### src/rtl/burst_memory_if.sv
// Command, write-beat and read-beat signals of the burst memory.
interface burst_memory_if #(
    parameter int WIDTH      = 8,
    parameter int ADDR_WIDTH = 5,
    parameter int LEN_WIDTH  = 3
);
    logic                  valid;
    logic                  ready;
    logic                  wr_rd;
    logic [ADDR_WIDTH-1:0] addr;
    logic [LEN_WIDTH-1:0]  len;
    logic                  wrap;
    logic [WIDTH-1:0]      wdata;
    logic                  wvalid;
    logic                  wready;
    logic [WIDTH-1:0]      rdata;
    logic                  rvalid;
    logic                  rlast;
    logic                  done;
    logic                  err;

    modport master (
        output valid, wr_rd, addr, len, wrap, wdata, wvalid,
        input  ready, wready, rdata, rvalid, rlast, done, err
    );

    modport slave (
        input  valid, wr_rd, addr, len, wrap, wdata, wvalid,
        output ready, wready, rdata, rvalid, rlast, done, err
    );
endinterface

### src/rtl/burst_memory.sv
// Single-port synchronous RAM serving one INCR/WRAP burst command at a time.
module burst_memory #(
    parameter int WIDTH      = 8,
    parameter int DEPTH      = 32,
    parameter int ADDR_WIDTH = $clog2(DEPTH),
    parameter int MAX_BURST  = 8,
    parameter int LEN_WIDTH  = $clog2(MAX_BURST)
) (
    input  logic          clk,
    input  logic          rst,
    burst_memory_if.slave bus
);

    typedef enum logic [1:0] {IDLE, WRITE, READ, RESP} state_t;

    state_t                state_q, state_d;
    logic [ADDR_WIDTH-1:0] start_q, start_d;
    logic [ADDR_WIDTH-1:0] cur_q, cur_d;
    logic [LEN_WIDTH-1:0]  len_q, len_d;
    logic [LEN_WIDTH-1:0]  cnt_q, cnt_d;
    logic                  wrap_q, wrap_d;
    logic                  bad_q, bad_d;
    logic [WIDTH-1:0]      rdata_q, rdata_d;
    logic                  rvalid_q, rvalid_d;
    logic                  rlast_q, rlast_d;
    logic                  done_q, done_d;
    logic                  err_q, err_d;
    logic [WIDTH-1:0]      mem_q [DEPTH];

    logic                  mem_we;
    logic                  rd_issue;
    logic                  cmd_illegal;
    logic                  last_beat;
    logic [ADDR_WIDTH:0]   incr_end;
    logic [LEN_WIDTH:0]    len_p1;
    logic [ADDR_WIDTH-1:0] len_ext;
    logic [ADDR_WIDTH-1:0] next_addr;

    assign bus.ready  = (state_q == IDLE) && !rst;
    assign bus.wready = (state_q == WRITE);
    assign bus.rdata  = rdata_q;
    assign bus.rvalid = rvalid_q;
    assign bus.rlast  = rlast_q;
    assign bus.done   = done_q;
    assign bus.err    = err_q;

    // Legality of the presented command and next burst address
    always_comb begin
        incr_end    = {1'b0, bus.addr} + (ADDR_WIDTH+1)'(bus.len);
        len_p1      = {1'b0, bus.len} + (LEN_WIDTH+1)'(1);
        cmd_illegal = bus.wrap ? ((len_p1 & {1'b0, bus.len}) != '0)
                               : (incr_end > (ADDR_WIDTH+1)'(DEPTH - 1));
        len_ext     = ADDR_WIDTH'(len_q);
        last_beat   = (cnt_q == len_q);
        // wrap stays inside the len+1 aligned block containing the start address
        next_addr   = wrap_q ? ((start_q & ~len_ext) | ((cur_q + ADDR_WIDTH'(1)) & len_ext))
                             : (cur_q + ADDR_WIDTH'(1));
    end

    // Next-state, datapath controls and registered output values
    always_comb begin
        state_d  = state_q;
        start_d  = start_q;
        cur_d    = cur_q;
        len_d    = len_q;
        cnt_d    = cnt_q;
        wrap_d   = wrap_q;
        bad_d    = bad_q;
        mem_we   = 1'b0;
        rd_issue = 1'b0;
        case (state_q)
            IDLE: begin
                if (bus.valid) begin
                    start_d = bus.addr;
                    cur_d   = bus.addr;
                    len_d   = bus.len;
                    wrap_d  = bus.wrap;
                    cnt_d   = '0;
                    bad_d   = cmd_illegal;
                    if (cmd_illegal)    state_d = RESP;
                    else if (bus.wr_rd) state_d = WRITE;
                    else                state_d = READ;
                end
            end
            WRITE: begin
                if (bus.wvalid) begin
                    mem_we = 1'b1;
                    cur_d  = next_addr;
                    cnt_d  = cnt_q + LEN_WIDTH'(1);
                    if (last_beat) state_d = RESP;
                end
            end
            READ: begin
                rd_issue = 1'b1;
                cur_d    = next_addr;
                cnt_d    = cnt_q + LEN_WIDTH'(1);
                if (last_beat) state_d = RESP;
            end
            default: begin
                state_d = IDLE;
            end
        endcase
        rdata_d  = rd_issue ? mem_q[cur_q] : rdata_q;
        rvalid_d = rd_issue;
        rlast_d  = rd_issue && last_beat;
        done_d   = (state_q == RESP);
        err_d    = (state_q == RESP) && bad_q;
    end

    // Control and read-output registers
    always_ff @(posedge clk) begin
        if (rst) begin
            state_q  <= IDLE;
            start_q  <= '0;
            cur_q    <= '0;
            len_q    <= '0;
            cnt_q    <= '0;
            wrap_q   <= 1'b0;
            bad_q    <= 1'b0;
            rdata_q  <= '0;
            rvalid_q <= 1'b0;
            rlast_q  <= 1'b0;
            done_q   <= 1'b0;
            err_q    <= 1'b0;
        end else begin
            state_q  <= state_d;
            start_q  <= start_d;
            cur_q    <= cur_d;
            len_q    <= len_d;
            cnt_q    <= cnt_d;
            wrap_q   <= wrap_d;
            bad_q    <= bad_d;
            rdata_q  <= rdata_d;
            rvalid_q <= rvalid_d;
            rlast_q  <= rlast_d;
            done_q   <= done_d;
            err_q    <= err_d;
        end
    end

    // Storage array, cleared by reset
    always_ff @(posedge clk) begin
        if (rst) begin
            for (int unsigned i = 0; i < DEPTH; i++) mem_q[i] <= '0;
        end else if (mem_we) begin
            mem_q[cur_q] <= bus.wdata;
        end
    end

endmodule

### src/flat_wrapper.sv
// flat-port wrapper written by rule: the top's interface ports become plain ports
module burst_memory_flat 
#(
    parameter int WIDTH      = 8,
    parameter int DEPTH      = 32,
    parameter int ADDR_WIDTH = $clog2(DEPTH),
    parameter int MAX_BURST  = 8,
    parameter int LEN_WIDTH  = $clog2(MAX_BURST)
)
  (clk, rst, bus_valid, bus_wr_rd, bus_addr, bus_len, bus_wrap, bus_wdata, bus_wvalid, bus_ready, bus_wready, bus_rdata, bus_rvalid, bus_rlast, bus_done, bus_err);
  burst_memory_if #(.WIDTH(WIDTH), .ADDR_WIDTH(ADDR_WIDTH), .LEN_WIDTH(LEN_WIDTH)) bus_i ();
  input  logic clk;
  input  logic rst;
  input wire logic [$bits(bus_i.valid)-1:0] bus_valid;
  input wire logic [$bits(bus_i.wr_rd)-1:0] bus_wr_rd;
  input wire logic [$bits(bus_i.addr)-1:0] bus_addr;
  input wire logic [$bits(bus_i.len)-1:0] bus_len;
  input wire logic [$bits(bus_i.wrap)-1:0] bus_wrap;
  input wire logic [$bits(bus_i.wdata)-1:0] bus_wdata;
  input wire logic [$bits(bus_i.wvalid)-1:0] bus_wvalid;
  output wire logic [$bits(bus_i.ready)-1:0] bus_ready;
  output wire logic [$bits(bus_i.wready)-1:0] bus_wready;
  output wire logic [$bits(bus_i.rdata)-1:0] bus_rdata;
  output wire logic [$bits(bus_i.rvalid)-1:0] bus_rvalid;
  output wire logic [$bits(bus_i.rlast)-1:0] bus_rlast;
  output wire logic [$bits(bus_i.done)-1:0] bus_done;
  output wire logic [$bits(bus_i.err)-1:0] bus_err;
  assign bus_i.valid = bus_valid;
  assign bus_i.wr_rd = bus_wr_rd;
  assign bus_i.addr = bus_addr;
  assign bus_i.len = bus_len;
  assign bus_i.wrap = bus_wrap;
  assign bus_i.wdata = bus_wdata;
  assign bus_i.wvalid = bus_wvalid;
  assign bus_ready = bus_i.ready;
  assign bus_wready = bus_i.wready;
  assign bus_rdata = bus_i.rdata;
  assign bus_rvalid = bus_i.rvalid;
  assign bus_rlast = bus_i.rlast;
  assign bus_done = bus_i.done;
  assign bus_err = bus_i.err;
  burst_memory #(.WIDTH(WIDTH), .DEPTH(DEPTH), .ADDR_WIDTH(ADDR_WIDTH), .MAX_BURST(MAX_BURST), .LEN_WIDTH(LEN_WIDTH)) u_core (.clk(clk), .rst(rst), .bus(bus_i));
endmodule
### config.mk
export PLATFORM = sky130hd
export DESIGN_NAME = burst_memory_flat
export DESIGN_NICKNAME = d
export VERILOG_FILES = /design/src/rtl/burst_memory_if.sv /design/src/rtl/burst_memory.sv /design/src/flat_wrapper.sv
export SDC_FILE = /design/constraint.sdc
export NUM_CORES = 1
export LEC_CHECK = 0
export BUFFER_PORTS_ARGS = -buffer_cell sky130_fd_sc_hd__buf_4
export CORE_ASPECT_RATIO = 1.25
export CORE_UTILIZATION = 63
export CTS_CLUSTER_SIZE = 16
export DETAILED_ROUTE_END_ITERATION = 8
export GPL_TIMING_DRIVEN = 0
export PLACE_DENSITY = 0.83
export RECOVER_POWER = 50
export SYNTH_ARGS = -nofsm -noshare
export SYNTH_HDL_FRONTEND = slang
export SYNTH_SLANG_ARGS = --single-unit
export TNS_END_PERCENT = 30
### constraint.sdc
create_clock -name clk -period 2.2 [get_ports clk]
set_input_delay 0.33 -clock clk [delete_from_list [all_inputs] [get_ports clk]]
set_output_delay 0.33 -clock clk [all_outputs]
set_load 0.1 [all_outputs]
## Yosys cells after proc, flatten, opt, wreduce, memory -nomap -nowiden

Memories as Yosys holds them, arrays and structs flattened. A register that Yosys moved wholly into a read port is not among the register bits.
Index checks and enable logic that the tools add are counted.

| word-level totals | value |
|---|---|
| output and inout port bits | 14 |
| memories | 1 |
| word-level logic and storage cells | 64 |
| bits in registers | 24 |
| RAM bits | 256 |
| bits of input ports | 22 |

Memories:

| name | depth | width | rd ports | clocked after Yosys merged registers in | wr ports | line | source |
|---|---|---|---|---|---|---|---|
| u_core.mem_q | 32 | 8 | 1 | 1 | 32 | burst_memory.sv:28 | `logic [WIDTH-1:0] mem_q [DEPTH];` |

| operators by class | value |
|---|---|
| multiplexer cells | 25 |
| add/sub/neg operators | 4 |
| equality and inequality tests | 6 |
| magnitude comparators | 1 |
| reduce and logical (&&, ||, !) cells | 11 |
| bitwise logic cells | 5 |

Operators by type and width:

| cell | count |
|---|---|
| $mux W5 | 4 |
| $pmux W5 S3 | 1 |
| $mux W1 | 10 |
| $mux W2 | 5 |
| $pmux W3 S3 | 1 |
| $mux W8 | 1 |
| $reduce_or A8 Y1 | 1 |
| $add A5 B3 Y6 | 1 |
| $gt A6 B5 Y1 const B | 1 |
| $mux W3 | 2 |
| $pmux W2 S3 | 1 |
| $add A5 B1 Y5 const B | 1 |
| $and A5 B3 Y5 | 1 |
| $and A5 B5 Y5 | 1 |
| $not A3 Y5 | 1 |
| $or A5 B5 Y5 | 1 |
| $add A3 B1 Y4 const B | 1 |
| $and A4 B3 Y4 | 1 |
| $eq A2 B2 Y1 const B | 2 |
| $ne A2 B2 Y1 const B | 2 |
| $reduce_and A2 Y1 | 2 |
| $reduce_bool A4 Y1 | 1 |
| $add A3 B1 Y3 const B | 1 |
| $eq A3 B3 Y1 | 1 |
| other kinds (6) | 8 |

## Depth between registers and ports, before layout

Gate-level depths: netlist (run 1).

| logic depth | value |
|---|---|
| word-level depth | 7 |
| gate-level depth with buffers | 9 |

## Least setup slack after synthesis (run 1)

OpenSTA, ideal clock, no wires.

| timing path | value |
|---|---|
| kind | flip-flop to flip-flop |
| from | register u_core.state_q[1] |
| to | memory u_core.mem_q[16][0] (enable) |
| stages on the path, launching flop included | 8 |
| path slack | -0.359 ns |
| arrival time | 2.229 ns |
| setup time | 0.329 ns |
| data required time | 1.871 ns |
| buffers on the path | 0 |
| cell sequence | dfxtp_1 > inv_1 > ha_1 > nand2_1 > nor2_1 > nand2_1 > nor2_1 > or2_1 |

RTL lines:

| item | line | source |
|---|---|---|
| start, declared | burst_memory.sv:16 | `state_t state_q, state_d;` |
| start signal, assigned | burst_memory.sv:126 | `state_q <= state_d;` |
| end, declared | burst_memory.sv:28 |  |

==> results of run 1 <==
[layout by cell type (no fill, tap or decap), types with 7 or more instances in the layout]
cell / instances
nor2_4: 32
mux2i_1: 12
nor2b_1: 7
mux4_2: 49
dfxtp_1: 29
ha_1: 10
clkbuf_2: 16
or2_2: 22
buf_4: 30
edfxtp_1: 256
clkbuf_16: 29
and2_0: 96
or2_4: 11
nor2_1: 21
nor3_1: 7
nand3_1: 17
o21ai_0: 8
and2_1: 162
clkbuf_1: 38
a21oi_1: 19
nand2_1: 57
[cell type report]
| class | instances | area, µm² | share of cell area |
|---|---|---|---|
| buffer | 62 | 375 | 0.0241 |
| clock buffer | 31 | 733 | 0.0472 |
| clock inverter | 20 | 233 | 0.0150 |
| inverter | 7 | 26.3 | 0.00169 |
| multi-input combinational | 641 | 5260 | 0.338 |
| sequential | 288 | 8330 | 0.536 |
| tap | 274 | 343 | 0.0221 |
| timing repair buffer | 37 | 245 | 0.0158 |
[logic make-up (layout without fill, tap and decap cells)]
logic type                 Yosys count  after routing  synth area share
buffers and inverters               70            157            0.0246
AOI/OAI and AO/OA                   81             81            0.0439
DFF                                288            288             0.618
muxes                               76             76             0.105
xor gates and xnor gates             6              6           0.00390
and+or+nand+nor                    467            467             0.194
adders and majority gates           11             11            0.0102
[power breakdown]
part / total, mW / internal (mW) / switching [mW]
sequential: 6.50 / 6.28 / 0.222
clock: 5.05 / 2.99 / 2.07
combinational: 5.32 / 1.87 / 3.45
total: 16.9 / 11.1 / 5.73
[flip-flops by register name, indices dropped and copies added (netlist names)]
| register | count |
|---|---|
| u_core.start_q | 5 |
| u_core.bus.rlast | 1 |
| u_core.bus.err | 1 |
| u_core.cur_q | 5 |
| u_core.bus.rdata | 8 |
| u_core.mem_q | 256 |
| u_core.bad_q | 1 |
| u_core.len_q | 3 |
| u_core.state_q | 2 |
| u_core.bus.rvalid | 1 |
| u_core.bus.done | 1 |
| u_core.wrap_q | 1 |
| u_core.cnt_q | 3 |
[metal layers]
layer | share of wire | global-route usage | vias up
met5 | 0 | 0 | -
met4 | 0.062 | 0.191 | 0
met3 | 0.099 | 0.0479 | 128
met2 | 0.49 | 0.551 | 587
met1 | 0.35 | 0.429 | 4366
li1 | - | - | 3744
[how the worst min path moves through the flow]
stage | endpoint | start | slack [ns] | cells after the start
floorplan | u_core.bus.err$_SDFF_PP0_ | u_core.bad_q$_SDFFE_PP0P_ | 0.43 | 1
global placement | u_core.bus.err$_SDFF_PP0_ | u_core.bad_q$_SDFFE_PP0P_ | 0.44 | 1
detailed placement | u_core.start_q[2]$_SDFFE_PP0P_ | u_core.start_q[2]$_SDFFE_PP0P_ | 0.44 | 2
CTS | u_core.len_q[0]$_SDFFE_PP0P_ | bus_len[0] | 0.05 | 3
global route | u_core.start_q[1]$_SDFFE_PP0P_ | bus_addr[1] | 0.06 | 3
finish | u_core.len_q[0]$_SDFFE_PP0P_ | bus_len[0] | 0.06 | 3
[worst register-to-register path: stages (launching register included)]
cell       delay [ns]
dfxtp_1          0.33
buf_2            0.21
nor3b_4          0.68
a221oi_1         0.20
nor2_1           0.29
a2111oi_4        0.07
a311oi_1         0.34
[repair_timing]
action,4_1_cts,5_1_grt
pin swaps,4,3
resized for setup,88,54
setup buffers,3,0
hold buffers,0,0
endpoints found under the setup margin,436,247
==> qor.csv, run 1 <==
metric,value,unit
fmax,448,MHz
start_kind,register,
wl_per_cell,26.2,µm
yosysTopAreaCell,edfxtp_1,
ir_drop,0.927,mV
gp_congestion,0.924,
vias,8825,
drive_gt1_frac,0.247,
critPathBufInv,1,
nets,1098,
ys_seq_elements,288,
clkLatencyLatePin,0.55,ns
clock_sinks,288,
grt_setup_unrepaired,yes,
drc,0,
cts_made_buffers,28,
yosys-top-cells-count,"and2_1 (258), edfxtp_1 (256), nand2_1 (64), nor2_1 (56), mux4_2 (49)",
worstSetupEndpoint,u_core.bus.rdata[5]$_SDFFE_PP0P_,
fin_crit_sh,1.01,
crit_start,u_core.cur_q[3]$_SDFFE_PP0P_,
finalHoldViolCount,0,
crit_fanout,10,
grt_max_degree,16,
core_area,20900,µm²
holdCritPathClass,input pin to register,
synth.distinct_cells,57,
hold-worst-slack,0.0617,ns
setup_tns,-0.0647,ns
synth_nets,1032,
initial_core_util,0.645,
required,2.63,ns
synth_edf_count,256,
status,finished with violations,
wirelength,35700,µm
die_h,165,µm
critical_path.cell_chain,"buf_2, nor3b_4, a221oi_1, nor2_1, a2111oi_4, a311oi_1",
pre_cts_ws,-0.478,ns
cp_slowest_cell,nor3b_4,
cts_buffer_depth,3,
syn_avg_cell_area,13.5,µm²
dp_cells,1307,
p_per_area,1090,nW/µm²
netlist_instances,999,
ys_seq_area_frac,0.618,
grt_pass1_vias,8717,
cts_root_buf,clkbuf_16,
yosysTopAreaCellShare,0.571,
worstSetupEndpointType,register,
cts_tree,yes,
fillCellCount,1268,
first_pass_iters,5,
violations,setup timing,
fin_crit,2.23,ns
slew_violations,0,
synth.area.top_cells,"edfxtp_1 (57%), and2_1 (12%), mux4_2 (8.2%)",
async_flop_share,0,
tightest_slew,0.884,ns
antenna_left,0,
max-cap-violations,0,
antenna_cells,0,
grt_pass1_wl,52900,µm
detailedPlacementHpwl,24200,µm
setup_viol,9,
clkTransAtPathRegs,0.06,ns
ys.flop_type,edfxtp_1,
reg2reg_from,u_core.cur_q[3]$_SDFFE_PP0P_,
path_class,register to register,
row_count,59,
critPathMaxStageDelay,0.68,ns
antenna_found_initial,0,
ys_warn_count,0,
drtIter0Drc,1211,
r2r_slack,-0.03,ns
clock_skew,0.0174,ns
cp.depth,6,
vias_per_cell,6.49,
fp.dieW,133,µm
rr_endpoint,u_core.bus.rdata[5]$_SDFFE_PP0P_,
io_pins,36,
post-route-util,0.744,
synth_most_common_cell,and2_1,
crit_arrival,2.66,ns
p_total,16.9,mW
io_buffers,34,
crit_family,simple AND/OR/NAND/NOR gates,
fin_area,15500,µm²
grt_use_total,0.334,
stdcell_count,1360,
maxSlewHeadroom,0.411,
syn_to_final_growth,15.4,%
layout_setup_ws,-0.0318,ns
die_area,22000,µm²
leakage,5.54,nW
reg2reg_depth,6,
place_area,14100,µm²
htreeDepth,1,
syn_area,13500,µm²
grt_overflow_total,0,
No activity file was read; power rests on OpenSTA's default activity.
==> run 2: changes to the inputs <==
ABC_AREA = 1   (was default)
SKIP_LAST_GASP = 1   (was default)
SLEW_MARGIN = 30   (was default)
==> run 2 against run 1 <==
Net effect: the flow still finishes with violations (setup timing); setup slack lost 0.046 ns; die area shrank 0.11%; via count grew 26%; area after synthesis shrank 0.11%; routed wire length grew 3.4%; core utilization shrank 1.7 points; total power shrank 3.2%; cell area shrank 2.3%; flip-flop and latch count is the same; fmax shrank 2.0%; sequential share of layout area grew 1.2 points; largest power group unchanged; highest routed layer unchanged.
==> qor.csv, run 2 <==
metric,value,unit
clkLatencyLatePin,0.54,ns
clock_skew,0.00974,ns
r2r_slack,-0.08,ns
worstSetupEndpointType,register,
slew_violations,0,
setup_viol,67,
synth_edf_count,256,
async_flop_share,0,
drive_gt1_frac,0.115,
grt_setup_unrepaired,yes,
yosysTopAreaCell,edfxtp_1,
violations,setup timing,
crit_fanout,13,
reg2reg_from,u_core.cur_q[0]$_SDFFE_PP0P_,
first_pass_iters,6,
row_count,59,
cts_root_buf,clkbuf_16,
grt_pass1_vias,10400,
p_sw_frac,0.369,
stdcell_count,1899,
dp_cells,1846,
netlist_instances,1537,
post-route-util,0.727,
antenna_left,0,
max-cap-violations,0,
fin_crit_sh,1.04,
status,finished with violations,
vias_per_cell,5.84,
cts_buffer_depth,3,
fmax,439,MHz
grt_use_total,0.344,
synth.distinct_cells,28,
htreeDepth,1,
clock_sinks,288,
antenna_cells,0,
start_kind,register,
final_cell_mix,"nand2_1 (458), nor2_1 (392), edfxtp_1 (256)",
holdCritPathClass,input pin to register,
core_area,20900,µm²
leakage,6.61,nW
yosys-top-cells-count,"nand2_1 (501), nor2_1 (393), edfxtp_1 (256), inv_1 (73), o21ai_0 (68)",
tightest_slew,0.857,ns
finalHoldViolCount,0,
initial_core_util,0.644,
fin_crit,2.28,ns
detailedPlacementHpwl,25400,µm
clkTransAtPathRegs,0.06,ns
ys_seq_area_frac,0.619,
hold_buffers,0,
crit_start,u_core.cur_q[0]$_SDFFE_PP0P_,
drc,0,
largest-register,u_core.mem_q,
cts_made_buffers,27,
fillCellCount,1505,
vias,11100,
path_class,register to register,
drtIter0Drc,1251,
required,2.42,ns
final_common_cell,nand2_1,
p_clk_frac,0.287,
syn_to_final_growth,12.9,%
maxSlewHeadroom,0.429,
grt_overflow_total,0,
pre_cts_ws,-0.923,ns
gp_congestion,0.977,
largest_reg_flops,256,
grt_max_degree,16,
nets,1638,
power.net_switching,6.03,mW
syn_area,13500,µm²
wl_per_cell,19.4,µm
pwr-share-seq,0.398,
die_h,165,µm
ys_warn_count,0,
syn_avg_cell_area,8.75,µm²
grt_pass1_wl,55700,µm
crit_arrival,2.49,ns
ys.flop_type,edfxtp_1,
intPower,10.3,mW
p_per_area,1080,nW/µm²
die_area,22000,µm²
combPwrFrac,0.315,
wirelength,36900,µm
antenna_found_initial,0,
hold_start,bus_addr[2],
synth_most_common_cell,nand2_1,
synth_nets,1570,
yosysTopAreaCellShare,0.571,
ir_drop,0.866,mV
layout_setup_ws,-0.0775,ns
fp.dieW,133,µm
synth.area.top_cells,"edfxtp_1 (57%), nand2_1 (14%), nor2_1 (11%)",
ys_seq_elements,288,
io_buffers,35,
cts_tree,yes,
io_pins,36,
-- run 2: cell count changes after synthesis, sizes merged, moves of 15 or more --
| cell | delta |
|---|---|
| mux2i | -15 |
| and2 | -258 |
| nand2 | +437 |
| inv | +72 |
| o21ai | +62 |
| or2 | -31 |
| mux4 | -49 |
| nor2 | +342 |
| buf | +21 |
| nand3 | +34 |
-- run 2: worst max-delay path: stages (launching register included) --
cell     delay, ns
dfxtp_2       0.39
inv_2         0.27
buf_4         0.28
ha_1          0.16
inv_1         0.06
nor2_4        0.11
buf_12        0.15
nand2_1       0.24
nand2_2       0.30
-- run 2: per-stage QoR --
| stage | cell area [µm²] | power [mW] | TNS, ns | hold slack (ns) |
|---|---|---|---|---|
| after global routing | 15200 | 17.0 | -12.06 | 0.106 |
| after global placement | 14100 | 11.4 | -218.95 | 0.444 |
| after CTS | 15200 | 16.1 | -1.79 | 0.0844 |
| after floorplan | 13500 | 10.0 | -11.23 | 0.410 |
| final | 15200 | 16.3 | -2.76 | 0.0850 |
| after detailed placement | 14100 | 11.5 | -237.10 | 0.445 |
-- run 2: layer usage --
| metal | wire length, µm | vias to the layer above | share of wire | track usage |
|---|---|---|---|---|
| met5 | 0 | - | 0 | 0 |
| met4 | 1990 | 0 | 0.054 | 0.191 |
| met3 | 3930 | 165 | 0.11 | 0.0604 |
| met2 | 18300 | 744 | 0.50 | 0.595 |
| met1 | 12700 | 5113 | 0.34 | 0.410 |
| li1 | - | 5066 | - | - |
-- run 2: cell families after synthesis --
kind of cell             share of synthesized area
AND/OR/NAND/NOR                              0.279
XOR/XNOR                                   0.00260
flip-flops                                   0.619
AO/OA/AOI/OAI                               0.0381
buffers and inverters                       0.0511
adder cells (fa/ha/maj)                     0.0102
-- run 2: area by class of cell --
type / instances / area, µm² / share of cell area
tap: 274 / 343 / 0.0226
timing repair buffer: 40 / 320 / 0.0211
inverter: 84 / 315 / 0.0208
multi-input combinational: 1080 / 4630 / 0.305
buffer: 84 / 377 / 0.0248
sequential: 288 / 8330 / 0.548
clock inverter: 10 / 98.8 / 0.00651
clock buffer: 39 / 782 / 0.0515
-- run 2: power by group through the flow --
stage               clock network [mW]  registers [mW]  logic (mW)
global route                      4.88            6.54        5.54
global placement                     0            6.60        4.81
CTS                               4.64            6.50        4.99
detailed placement                   0            6.61        4.91
finish                            4.68            6.51        5.15
floorplan                            0            7.02        3.01
-- run 2: timing repair --
action,4_1_cts,5_1_grt
buffers inserted,5,0
pin swaps,4,0
setup endpoints to repair,467,241
gates resized for setup,46,18
-- run 2: path summary, 6_finish.rpt --
kind	endpoint	depth (start not counted)
worst min-delay path	u_core.start_q[2]$_SDFFE_PP0P_	3
worst max register to register	u_core.mem_q[22][6]$_SDFFCE_PN0P_	8
worst max-delay path	u_core.mem_q[22][6]$_SDFFCE_PN0P_	8
worst min register to register	u_core.start_q[1]$_SDFFE_PP0P_	2
==> run 3: changes to the inputs <==
SKIP_LAST_GASP = default   (was 1)
==> run 3 against run 2 <==
Net effect: critical endpoint is now u_core.mem_q[26][2]$_SDFFCE_PN0P_; worst hold slack about the same; clock skew increased by 0.0016 ns; via count decreased by 0.76%; global-route usage decreased by 0.096 points; combinational power about the same; flip-flop and latch count unchanged; die area unchanged; setup slack improved by 0.058 ns; largest cell class unchanged; first-iteration DRC count decreased by 4.0%; the run still ends with setup timing left; sequential power about the same; clock power about the same; total power about the same.
==> qor.csv, run 3 (same netlist as run 2, synthesis figures left out) <==
metric,value,unit
status,finished with violations,
violations,setup timing,
drc,0,
fin_crit_sh,1.01,
holdCritPathClass,input pin to register,
leakage,6.63,nW
drtIter0Drc,1201,
cts_tree,yes,
die_area,22000,µm²
syn_to_final_growth,13.3,%
post-route-util,0.730,
dp_cells,1846,
crit_arrival,2.45,ns
reg2reg_from,u_core.cur_q[0]$_SDFFE_PP0P_,
largest-register,u_core.mem_q,
row_count,59,
slew_violations,0,
maxSlewHeadroom,0.460,
clkLatencyLatePin,0.54,ns
first_pass_iters,6,
fin_crit,2.22,ns
finalHoldViolCount,0,
rr_endpoint,u_core.mem_q[26][2]$_SDFFCE_PN0P_,
cts_root_buf,clkbuf_16,
setup_viol,16,
hold-worst-slack,0.0854,ns
ir_drop,0.856,mV
io_buffers,35,
clock_skew,0.0113,ns
io_pins,36,
tightest_slew,0.810,ns
vias,11000,
largest_reg_flops,256,
initial_core_util,0.644,
setup_tns,-0.225,ns
p_per_area,1070,nW/µm²
antenna_left,0,
worstSetupEndpointType,register,
cts_buffer_depth,3,
r2r_slack,-0.02,ns
stdcell_count,1899,
antenna_cells,0,
htreeDepth,1,
grt_max_degree,16,
required,2.43,ns
layout_setup_ws,-0.0195,ns
fin_area,15300,µm²
grt_overflow_total,0,
grt_pass1_wl,55500,µm
crit_start,u_core.cur_q[0]$_SDFFE_PP0P_,
core_area,20900,µm²
gp_congestion,0.977,
path_class,register to register,
reg2reg_depth,8,
wirelength,37100,µm
worstSetupEndpoint,u_core.mem_q[26][2]$_SDFFCE_PN0P_,
vias_per_cell,5.79,
die_h,165,µm
crit_fanout,13,
start_kind,register,
clock_sinks,288,
grt_use_total,0.343,
detailedPlacementHpwl,25400,µm
place_area,14100,µm²
grt_setup_unrepaired,yes,
fmax,451,MHz
grt_pass1_vias,10400,
antenna_found_initial,0,
cts_made_buffers,27,
final_common_cell,nand2_1,
nets,1638,
fp.dieW,133,µm
wl_per_cell,19.5,µm
max-cap-violations,0,
clkTransAtPathRegs,0.06,ns
drive_gt1_frac,0.117,
final_cell_mix,"nand2_1 (454), nor2_1 (392), edfxtp_1 (256)",
[run 3: cell types whose count changed in the layout (fill, tap and decap cells not counted), sizes merged]
cell    previous run  this run
clkbuf            92        94
buf               71        69
[run 3: worst max-delay path, cell delays in order (launching register included)]
cell	delay, ns
dfxtp_2	0.39
inv_2	0.26
buf_4	0.27
ha_1	0.16
inv_1	0.06
nor2_4	0.11
buf_4	0.19
nand2_1	0.25
nand2_4	0.21
[run 3: repair_timing]
action,4_1_cts,5_1_grt
hold buffers,0,0
endpoints found under the setup margin,467,201
gates resized for setup,54,25
buffers inserted,5,0
pin swaps,4,0
[run 3: layout make-up]
class | count | area (µm²)
tap | 274 | 343
fill | 1491 | 5640
clock inverter | 10 | 98.8
inverter | 84 | 315
sequential | 288 | 8330
clock buffer | 39 | 782
multi-input combinational | 1080 | 4680
buffer | 84 | 379
timing repair buffer | 40 | 318
[run 3: metrics by stage]
step	setup slack (ns)	power [mW]
after floorplan	-0.0451	10.0
after global placement	-0.866	11.4
after detailed placement	-0.923	11.5
after CTS	0.00757	16.1
after global routing	-0.0707	16.9
final	-0.0195	16.3
[run 3: metal layers]
layer | GRT usage | wire (µm)
met3 | 0.0537 | 3910
met1 | 0.409 | 12800
met5 | 0 | 0
met2 | 0.594 | 18100
met4 | 0.199 | 2300
[run 3: worst min path at each step]
stage	slack, ns	from	cells past startpoint	endpoint
floorplan	0.41	u_core.bad_q$_SDFFE_PP0P_	2	u_core.bus.err$_SDFF_PP0_
detailed placement	0.45	u_core.start_q[1]$_SDFFE_PP0P_	2	u_core.start_q[1]$_SDFFE_PP0P_
finish	0.09	bus_addr[2]	3	u_core.start_q[2]$_SDFFE_PP0P_
global placement	0.44	u_core.bad_q$_SDFFE_PP0P_	2	u_core.bus.err$_SDFF_PP0_
CTS	0.08	bus_addr[2]	3	u_core.start_q[2]$_SDFFE_PP0P_
global route	0.11	bus_addr[4]	3	u_core.start_q[4]$_SDFFE_PP0P_
[run 3: power by group]
| group | internal [mW] | leakage (nW) | switching [mW] |
|---|---|---|---|
| sequential | 6.30 | 2.91 | 0.209 |
| combinational | 1.32 | 3.29 | 3.81 |
| clock | 2.69 | 0.436 | 2.00 |
| total | 10.3 | 6.63 | 6.02 |
